$ cat src/rtl/screen_pkg.sv
`default_nettype none
// ============================================================================
// Module      : screen (package)
// Description : Shared screen-side types: the top-level system state, the
//               board geometry constants, pixel colour codes and the local
//               state encoding of the cell renderer.
// Ports       : none (package)
// Revision    : 1.0 - initial release
// ============================================================================
package screen;

  // Top-level sequencing state; cell_done moves SYS_CELL_DRAW back to idle.
  typedef enum logic [1:0] {
    SYS_IDLE      = 2'd0,
    SYS_SCAN      = 2'd1,
    SYS_CELL_DRAW = 2'd2
  } sys_state_t;

  localparam int CELL_PX     = 16;
  localparam int BOARD_CELLS = 9;

  typedef enum logic [1:0] {
    PIX_BG    = 2'd0,
    PIX_THIN  = 2'd1,
    PIX_THICK = 2'd2,
    PIX_INK   = 2'd3
  } pix_t;

  typedef enum logic [1:0] {
    S_IDLE = 2'd0,
    S_DRAW = 2'd1,
    S_DONE = 2'd2
  } rend_state_t;

endpackage
`default_nettype wire

$ cat src/rtl/cell_renderer_glyph.sv
`default_nettype none
// ============================================================================
// Module      : digit_glyph_rom
// Description : Combinational 8x8 digit font for the values 1..9. Every other
//               digit code reads back as an empty row.
// Ports       : digit     in  [3:0]  cell value
//               glyph_row in  [2:0]  row inside the glyph, 0 = top
//               row_bits  out [7:0]  pixels of that row, bit 7 = leftmost
// Revision    : 1.0 - initial release
// ============================================================================
module digit_glyph_rom (
  input  logic [3:0] digit,
  input  logic [2:0] glyph_row,
  output logic [7:0] row_bits
);

  // Whole glyph packed with the top row in the most significant byte.
  logic [63:0] glyph;

  always_comb begin
    glyph = 64'h0;
    case (digit)
      4'd1:    glyph = 64'h1838_1818_1818_7E00;
      4'd2:    glyph = 64'h3C66_060C_3060_7E00;
      4'd3:    glyph = 64'h3C66_061C_0666_3C00;
      4'd4:    glyph = 64'h0C1C_3C6C_7E0C_0C00;
      4'd5:    glyph = 64'h7E60_7C06_0666_3C00;
      4'd6:    glyph = 64'h3C60_7C66_6666_3C00;
      4'd7:    glyph = 64'h7E06_0C18_3030_3000;
      4'd8:    glyph = 64'h3C66_663C_6666_3C00;
      4'd9:    glyph = 64'h3C66_663E_060C_3800;
      default: glyph = 64'h0;
    endcase
  end

  always_comb begin
    row_bits = 8'h00;
    case (glyph_row)
      3'd0:    row_bits = glyph[63:56];
      3'd1:    row_bits = glyph[55:48];
      3'd2:    row_bits = glyph[47:40];
      3'd3:    row_bits = glyph[39:32];
      3'd4:    row_bits = glyph[31:24];
      3'd5:    row_bits = glyph[23:16];
      3'd6:    row_bits = glyph[15:8];
      default: row_bits = glyph[7:0];
    endcase
  end

endmodule
`default_nettype wire

$ cat src/rtl/cell_renderer.sv
`default_nettype none
// ============================================================================
// Module      : cell_renderer
// Description : Rasterises one 16x16 board cell (grid lines plus a digit
//               glyph) into the framebuffer write port, one pixel per
//               accepted write, in raster order.
// Ports       : clk, rst            clock, synchronous active-high reset
//               start_cell          request level, rising edge starts a cell
//               cell_row/col/data   cell coordinates and value
//               fb_ready            framebuffer accepts a write this cycle
//               fb_we/x/y/pixel     framebuffer write port
//               busy                cell in progress
//               cell_done/cell_err  completion pulse, error pulse
// Revision    : 1.0 - initial release
// ============================================================================
module cell_renderer #(
  parameter int CELL_PX = 16,
  parameter int GRID_X0 = 8,
  parameter int GRID_Y0 = 8
) (
  input  logic       clk,
  input  logic       rst,
  input  logic       start_cell,
  input  logic [3:0] cell_row,
  input  logic [3:0] cell_col,
  input  logic [3:0] cell_data,
  input  logic       fb_ready,
  output logic       fb_we,
  output logic [7:0] fb_x,
  output logic [7:0] fb_y,
  output logic [1:0] fb_pixel,
  output logic       busy,
  output logic       cell_done,
  output logic       cell_err
);

  import screen::*;

  rend_state_t state, state_nx;

  logic       start_q;
  logic [3:0] row_r, col_r, dat_r;
  logic [3:0] px, py;
  logic       err_r;

  logic       start;
  logic       in_range;
  logic       accept;
  logic       last_px;

  // Edge detect only counts while idle, so edges during a draw are dropped.
  assign start    = start_cell & ~start_q & (state == S_IDLE);
  assign in_range = (cell_row <= 4'd8) && (cell_col <= 4'd8);
  assign accept   = (state == S_DRAW) & fb_ready;
  assign last_px  = accept && (px == 4'd15) && (py == 4'd15);

  // ---------------------------------------------------------------- state reg
  always_ff @(posedge clk) begin
    if (rst) begin
      state <= S_IDLE;
    end else begin
      state <= state_nx;
    end
  end

  // --------------------------------------------------------------- next state
  always_comb begin
    state_nx = state;
    case (state)
      S_IDLE: if (start) state_nx = in_range ? S_DRAW : S_DONE;
      S_DRAW: if (last_px) state_nx = S_DONE;
      S_DONE: state_nx = S_IDLE;
      default: state_nx = S_IDLE;
    endcase
  end

  // ----------------------------------------------------------------- datapath
  always_ff @(posedge clk) begin
    if (rst) begin
      start_q <= 1'b0;
      row_r   <= 4'd0;
      col_r   <= 4'd0;
      dat_r   <= 4'd0;
      px      <= 4'd0;
      py      <= 4'd0;
      err_r   <= 1'b0;
    end else begin
      start_q <= start_cell;
      if (start && in_range) begin
        row_r <= cell_row;
        col_r <= cell_col;
        dat_r <= cell_data;
        px    <= 4'd0;
        py    <= 4'd0;
      end
      if (start && !in_range) begin
        err_r <= 1'b1;
      end
      if (accept) begin
        px <= px + 4'd1;
        if (px == 4'd15) begin
          py <= py + 4'd1;
        end
      end
      if (state == S_DONE) begin
        err_r <= 1'b0;
      end
    end
  end

  // ----------------------------------------------------------- pixel colour
  logic [2:0] glyph_row;
  logic [2:0] glyph_col;
  logic [7:0] glyph_bits;
  logic       thick, thin, ink_area, ink;
  pix_t       colour;

  assign glyph_row = 3'(py - 4'd4);
  assign glyph_col = 3'(px - 4'd4);

  digit_glyph_rom u_glyph (
    .digit     (dat_r),
    .glyph_row (glyph_row),
    .row_bits  (glyph_bits)
  );

  always_comb begin
    // Box boundaries sit on the left/top edge of columns/rows 0, 3, 6 and
    // the right/bottom edge of the last cell closes the board.
    thick = ((px == 4'd0)  && (col_r inside {4'd0, 4'd3, 4'd6})) ||
            ((py == 4'd0)  && (row_r inside {4'd0, 4'd3, 4'd6})) ||
            ((px == 4'd15) && (col_r == 4'd8)) ||
            ((py == 4'd15) && (row_r == 4'd8));
    thin  = (px == 4'd0) || (py == 4'd0);
    ink_area = (px >= 4'd4) && (px <= 4'd11) &&
               (py >= 4'd4) && (py <= 4'd11) &&
               (dat_r >= 4'd1) && (dat_r <= 4'd9);
    ink = ink_area && glyph_bits[3'd7 - glyph_col];
    if (thick)     colour = PIX_THICK;
    else if (thin) colour = PIX_THIN;
    else if (ink)  colour = PIX_INK;
    else           colour = PIX_BG;
  end

  // ----------------------------------------------------------------- outputs
  always_comb begin
    fb_we     = 1'b0;
    fb_x      = 8'd0;
    fb_y      = 8'd0;
    fb_pixel  = PIX_BG;
    busy      = 1'b0;
    cell_done = 1'b0;
    cell_err  = 1'b0;
    case (state)
      S_DRAW: begin
        fb_we    = 1'b1;
        fb_x     = 8'(GRID_X0) + 8'(col_r * CELL_PX) + 8'(px);
        fb_y     = 8'(GRID_Y0) + 8'(row_r * CELL_PX) + 8'(py);
        fb_pixel = colour;
        busy     = 1'b1;
      end
      S_DONE: begin
        busy      = 1'b1;
        cell_done = 1'b1;
        cell_err  = err_r;
      end
      default: ;
    endcase
  end

endmodule
`default_nettype wire
$ cat config.mk
export PLATFORM = sky130hd
export DESIGN_NAME = cell_renderer
export DESIGN_NICKNAME = d
export VERILOG_FILES = /design/src/rtl/screen_pkg.sv /design/src/rtl/cell_renderer_glyph.sv /design/src/rtl/cell_renderer.sv
export SDC_FILE = /design/constraint.sdc
export NUM_CORES = 1
export LEC_CHECK = 0
export CORE_AREA = 5 5 108 110
export DETAILED_ROUTE_END_ITERATION = 10
export DIE_AREA = 0 0 113 115
export PLACE_DENSITY = 0.46
export RECOVER_POWER = 50
export SYNTH_ARGS = -nofsm -noshare
export SYNTH_HDL_FRONTEND = slang
export SYNTH_SLANG_ARGS = --single-unit
$ cat constraint.sdc
create_clock -name clk -period 4.66 [get_ports clk]
set_input_delay 0.466 -clock clk [delete_from_list [all_inputs] [get_ports clk]]
set_output_delay 0.466 -clock clk [all_outputs]
set_load 0.005 [all_outputs]
== Word-level counts from Yosys, hierarchy flattened ==
Memory sizes are Yosys's and may differ from the RTL's. A register that Yosys moved wholly into a read port is not among the register bits.
Cells that the tools add are included.
Operators by class
  reduce and logical (&&, ||, !) cells: 32
  magnitude comparators: 9
  bitwise gates (word level): 4
  equal/unequal tests: 18
  muxes and demuxes: 24
  $add $sub $neg: 9
Operator list (count)
  case mux 8 bit (7 select lines): 1
  two-way mux 4 bit: 7
  <= comparator 4 bit, second input constant: 5
  adder 4 x 8 -> 8 bit, first input constant: 2
  adder 8 x 4 -> 8 bit: 2
  equality test 4 bit, second input constant: 4
  logical NOT 4 bit: 4
  two-way mux 8 bit: 2
  logical AND 1 bit: 15
  two-way mux 2 bit: 7
  equality test 3 bit, second input constant: 3
  adder 4 x 1 -> 4 bit, second input constant: 2
  equality test 4 x 2 -> 1 bit, second input constant: 2
  equality test 4 x 3 -> 1 bit, second input constant: 2
  greater-or-equal comparator 4 x 3 -> 1 bit, second input constant: 2
  equality test 3 x 2 -> 1 bit, second input constant: 2
  nonzero test 3 bit: 2
  subtractor 3 bit, second input constant: 2
  two-way mux 1 bit: 5
  greater-or-equal comparator 4 x 1 -> 1 bit, second input constant: 1
  logical OR 1 bit: 4
  less-than comparator 3 x 4 -> 1 bit, second input constant: 1
  inequality test 2 bit, second input constant: 2
  case mux 2 bit (2 select lines): 1
  13 further kinds: 16
Word-level totals
  register bits after elaboration: 24
  memories kept: 1
  input bits: 16
  output and inout bits: 22
  ROM bits: 672
  logic and storage cells: 105
Memory list
  (name not given): words 16, bits a word 42, rd ports 1, clocked after memory_dff 1, write ports 0, line cell_renderer_glyph.sv:22  | case (digit)

== Longest topological paths before layout ==
  depth in word-level cells: 11
  mapped depth: 12
  depth with buffers taken out: 11

== Modules after synthesis ==
A second synthesis with hierarchy kept.
Second synthesis, totals
  cells, all modules: 315
  area, all modules: 2423.6 µm²
By module, submodules not included
  cell_renderer: cells each 194, instances 1, seq. area each 480.5 µm², area an instance 1576.5 µm²
  digit_glyph_rom: cells each 121, instances 1, seq. area each 0.0 µm², area an instance 847.1 µm²

== Worst setup path before layout ==
No wires, ideal clock.
  kind: register to output
  start: register py[0]
  end: output port fb_pixel[1]
  path slack: 2.391 ns
  required time: 4.194 ns
  cell stages (with the launch flop): 10
  arrival: 1.803 ns
  path buffers: 1
  cells stage by stage: dfxtp_1 -> inv_1 -> ha_1 -> clkbuf_1 -> a221oi_1 -> a21oi_1 -> a2111oi_0 -> o21ai_0 -> nand4_1 -> o21ai_0
Between the ends
  longest elaborated chain between the ends: 10
  elaborated cells on any way between the ends: 30
Ends and longest elaborated chain
  from (decl): line cell_renderer.sv:43  | logic [3:0] px, py;
  from (signal assigned): line cell_renderer.sv:102  | py <= py + 4'd1;
  subtractor 3 bit or greater-or-equal comparator 4 x 3 -> 1 bit (tied branches): line cell_renderer.sv:118, cell_renderer.sv:136
  equality test 3 bit (tied with other cells): line cell_renderer_glyph.sv:38  | case (glyph_row)
  case mux 8 bit (7 select lines) or logical AND 1 bit (tied branches): line cell_renderer_glyph.sv:38, cell_renderer.sv:136
  binary-select mux 1 bit (select 3 bit) or logical AND 1 bit (tied branches): line cell_renderer.sv:138, cell_renderer.sv:136
  two-way mux 1 bit (not written as such) or logical AND 1 bit (tied branches): line cell_renderer.sv:138, cell_renderer.sv:137
  logical AND 1 bit: line cell_renderer.sv:138  | ink = ink_area && glyph_bits[3'd7 - glyph_col];
  two-way mux 2 bit: line cell_renderer.sv:141  | else if (ink) colour = PIX_INK;
  two-way mux 2 bit: line cell_renderer.sv:140  | else if (thin) colour = PIX_THIN;
  two-way mux 2 bit *: line cell_renderer.sv:139  | if (thick) colour = PIX_THICK;
  two-way mux 2 bit *: line cell_renderer.sv:154  | case (state)
  to (decl): line cell_renderer.sv:31  | output logic [1:0] fb_pixel,
Every way passes the cells marked *; elsewhere a longest branch is shown, timed or not. The select of a mux whose other input is x is not followed.

== Worst setup path in the final report ==
  start: register state[1]
  end: output port fb_pixel[1]
Between the ends
  longest elaborated chain between the ends: 2
Ends and longest elaborated chain
  from (decl): line cell_renderer.sv:39  | rend_state_t state, state_nx;
  from (signal assigned): line cell_renderer.sv:62  | state <= state_nx;
  equality test 2 x 1 -> 1 bit: line cell_renderer.sv:154
  two-way mux 2 bit: line cell_renderer.sv:154
No other way between the ends.

==> reports/qor.txt <==
Outcome - complete, no violations
Reg2reg setup slack - 1.30 ns
Final Setup Violations - 0
RR Startpoint - state[0]
First-pass GRT wire length - 13.5 mm
Crit path cell chain - inv_1 -> ha_1 -> clkbuf_1 -> o211a_1 -> o311ai_0 -> nor4_1 -> nand4_1 -> o21ai_0 -> clkdlybuf4s50_1
Post-Synthesis Cells - 370
Final WL - 7.94 mm
Main combinational cell family by area after synthesis - simple AND/OR/NAND/NOR gates
Reg power frac - 45.3%
Initial antenna violation count - 0
Num Clock Sinks - 57
Total CTS buffers - 9
CP max stage delay - 0.74 ns
Cts repair resizes - 0
Diode count - 0
Port buffer count - 37
RePlAce Congestion - 0.743
Clock-pin transition on the worst setup and hold timing paths - 0.06 ns
Post-synthesis mux area share - 5.03%
Fraction of layout cells with a size suffix above 1 - 5.97%
Post-synth top area cell - dfxtp_1
Slew margin rel. - 14.9%
Leak - 1.50 nW
Placement Rows - 38
Peak Freq - 268 MHz
Maximum clock insertion buffer count - 2
Total number of yosys warnings - 0
Synth Area in Compound Gates - 17.9%
Worst slack, placed - 1.10 ns
Drt initial violations - 103
Min-delay src - err_r
GR Overflow Total - 0
Hold depth - 2
DRC - 0
Number of synthesized flops with an enable pin - 0
Unrepaired setup endpoints after global routing - false
Die Y-Extent - 115 µm
GRT Util Overall - 13.1%
Clock Latency Late Sink - 0.35 ns
Sw Ratio - 23.8%
RR Endpoint - u_glyph.glyph[11]
Cell Area, Synth - 0.00306 mm²
Area grow syn2layout - 21.6%
Combinational group share of total power - 10.8%
Worst Hold Class - reg -> reg
Starting Density - 28.9%
Switching pwr - 281 µW
Post-synth ARST share - 0%
Clk root buf - clkbuf_8
Buf+Inv Stages, Crit Path - 3
Post-CTS setup buffers - 0
Sequential element share of the synthesized area - 37.3%
P per Cell Area - 317 mW/mm²
Power after layout - 1.18 mW
Minimum clock period - 3.74 ns
Worst reg2reg path depth - 11
Xor/xnor share of the synthesized area - 3.15%
Final setup TNS - 0 ns
Ys flop type - dfxtp_1
Total number of vias - 2612
Crit path DAT - 3.27 ns
Startpoint Class - flip-flop
Die Width - 113 µm
Top cell family by delay on the critical path - buffers and inverters
Largest net degree at the start of global routing - 31
Num ports - 38
Area contributors post-synth - dfxtp_1 37%, ha_1 8.6%, nand2_1 6.5%
Adder-cell share of the synthesized area - 8.58%
Routed len/inst - 14.6 µm
Mean post-synth cell area - 8.27 µm²
Period utilization - 80.2%
Simple-gate area share of the yosys netlist - 23.0%
Post-Syn Nets - 407
CP Capture Type - primary output
Vias per cell - 4.82
FF+latch count, synth - 57
Slew Limit Fails - 0
CORE AREA - 0.0106 mm²
CTS tree - done
WP data required - 4.19 ns
Yosys top cell area share - 37.3%
Vias in the first global route - 2644
Setup ws final - 0.922 ns
Drt first pass iters - 4
Fin Clk Skew - 0.00670 ns
DP HPWL - 5.87 mm
Nets - 436
Kind of critical path - reg -> out
H-tree depth - 3
Clock power share - 43.9%
Critical path's slowest cell - clkbuf_1
Worst hold endpoint - err_r
Post-route antenna net violation count - 0
Max Cap Viol - 0
Final Hold Vio Count - 0
# hold bufs at CTS - 0
Area of the die - 0.0130 mm²
Synth unique cells - 47
Worst-path maximum fanout - 27
Power Internal - 900 µW
Slew at the pin closest to its max-slew limit - 1.28 ns
Peak supply drop - 0.000182 V
==> cells in the final DEF, fill, tap and decap left out, types with 11 or more instances in the layout <==
master and instances:
nand2_1 53, clkbuf_8 11, dfxtp_1 57, clkdlybuf4s50_1 28, nand3_1 12, a21oi_1 33
ha_1 21, inv_1 15, nor2_1 20, o21ai_0 22
==> routing by layer <==
layer	share of wire, %	global-route usage, %	routed length (µm)	up-vias
li1	-	-	-	1342
met2	46	21.2	3630	50
met3	3.4	3.16	268	10
met4	1.6	5.05	127	0
met5	0	0	0	-
met1	49	16.9	3910	1210
==> worst max path at each step <==
| stage | startpoint | endpoint | cells after the start |
|---|---|---|---|
| after floorplan | py[0] | fb_pixel[1] | 9 |
| after global routing | state[1] | fb_pixel[1] | 9 |
| after CTS | py[2] | fb_pixel[1] | 6 |
| final | state[1] | fb_pixel[1] | 9 |
| after global placement | cell_col[0] | u_glyph.glyph[11] | 10 |
| after detailed placement | cell_row[0] | u_glyph.glyph[11] | 10 |
==> registers in the layout, summed over array words and instances, names as in the netlist <==
signal and count:
col_r 4, dat_r 4, u_glyph.glyph 33, row_r 4, start_q 1, err_r 1, state 2, px 4
py 4
==> worst register-to-register path: cells and delay by family, from the launching register on <==
| family | cells | cell delay [ns] |
|---|---|---|
| AND/OR/NAND/NOR | 4 | 1.07 |
| adder cells (fa/ha/maj) | 2 | 0.56 |
| AO/OA/AOI/OAI | 2 | 0.55 |
| buffers and inverters | 2 | 0.48 |
| flip-flops | 1 | 0.35 |
| multiplexers | 1 | 0.22 |
==> power groups by stage <==
stage	logic (mW)	registers, mW	clock network, mW
finish	0.127	0.535	0.519
global route	0.143	0.539	0.555
CTS	0.134	0.535	0.538
detailed placement	0.133	0.545	0
global placement	0.135	0.545	0
floorplan	0.0848	0.539	0
==> cells in the mapped netlist (2+ instances only) <==
cell	n
inv_1	15
nor2b_1	7
nand3b_1	2
a21oi_1	33
and2_1	16
nor2_1	20
nand4_1	4
ha_1	21
o21ai_1	3
o21ai_0	22
a31oi_1	3
nor3b_1	3
nor3_1	5
mux2_2	7
a211oi_1	3
dfxtp_1	57
nor4_1	4
nand2b_1	8
nand2_1	53
xnor2_1	6
a221oi_1	4
nand3_1	12
o31ai_4	2
a2111oi_0	3
mux2i_1	6
a22oi_1	6
buf_2	3
clkbuf_1	18
xor2_1	5
o31ai_1	2
==> cells by family (layout without fill, tap and decap cells) <==
logic type | after synthesis | count (layout)
flip-flops | 57 | 57
XOR/XNOR | 11 | 11
AO/OA/AOI/OAI | 87 | 87
AND/OR/NAND/NOR | 142 | 142
multiplexers | 14 | 14
adder cells (fa/ha/maj) | 21 | 21
buffers and inverters | 38 | 70
==> final cells by class <==
cell class / count / area (µm²)
well taps: 140 / 175
repair buffers: 40 / 382
clock buffers: 11 / 151
inverters: 16 / 62.6
clock inverters: 3 / 65.1
fillers: 1119 / 6880
flip-flops and latches: 57 / 1140
multi-input cells: 275 / 1750
==> through the flow <==
step / hold WS, ns / area (µm²) / util, % / instances
2_1_floorplan: 0.474 / 3060 / - / 370
3_3_place_gp: 0.505 / 3540 / 33.3 / 528
3_5_place_dp: 0.504 / 3540 / 33.3 / 528
4_1_cts: 0.515 / 3750 / 35.4 / 542
5_1_grt: 0.554 / 3720 / 35.1 / 542
6_report: 0.514 / 3720 / 35.1 / 542
Note: power is estimated with default switching activity, not from simulation.
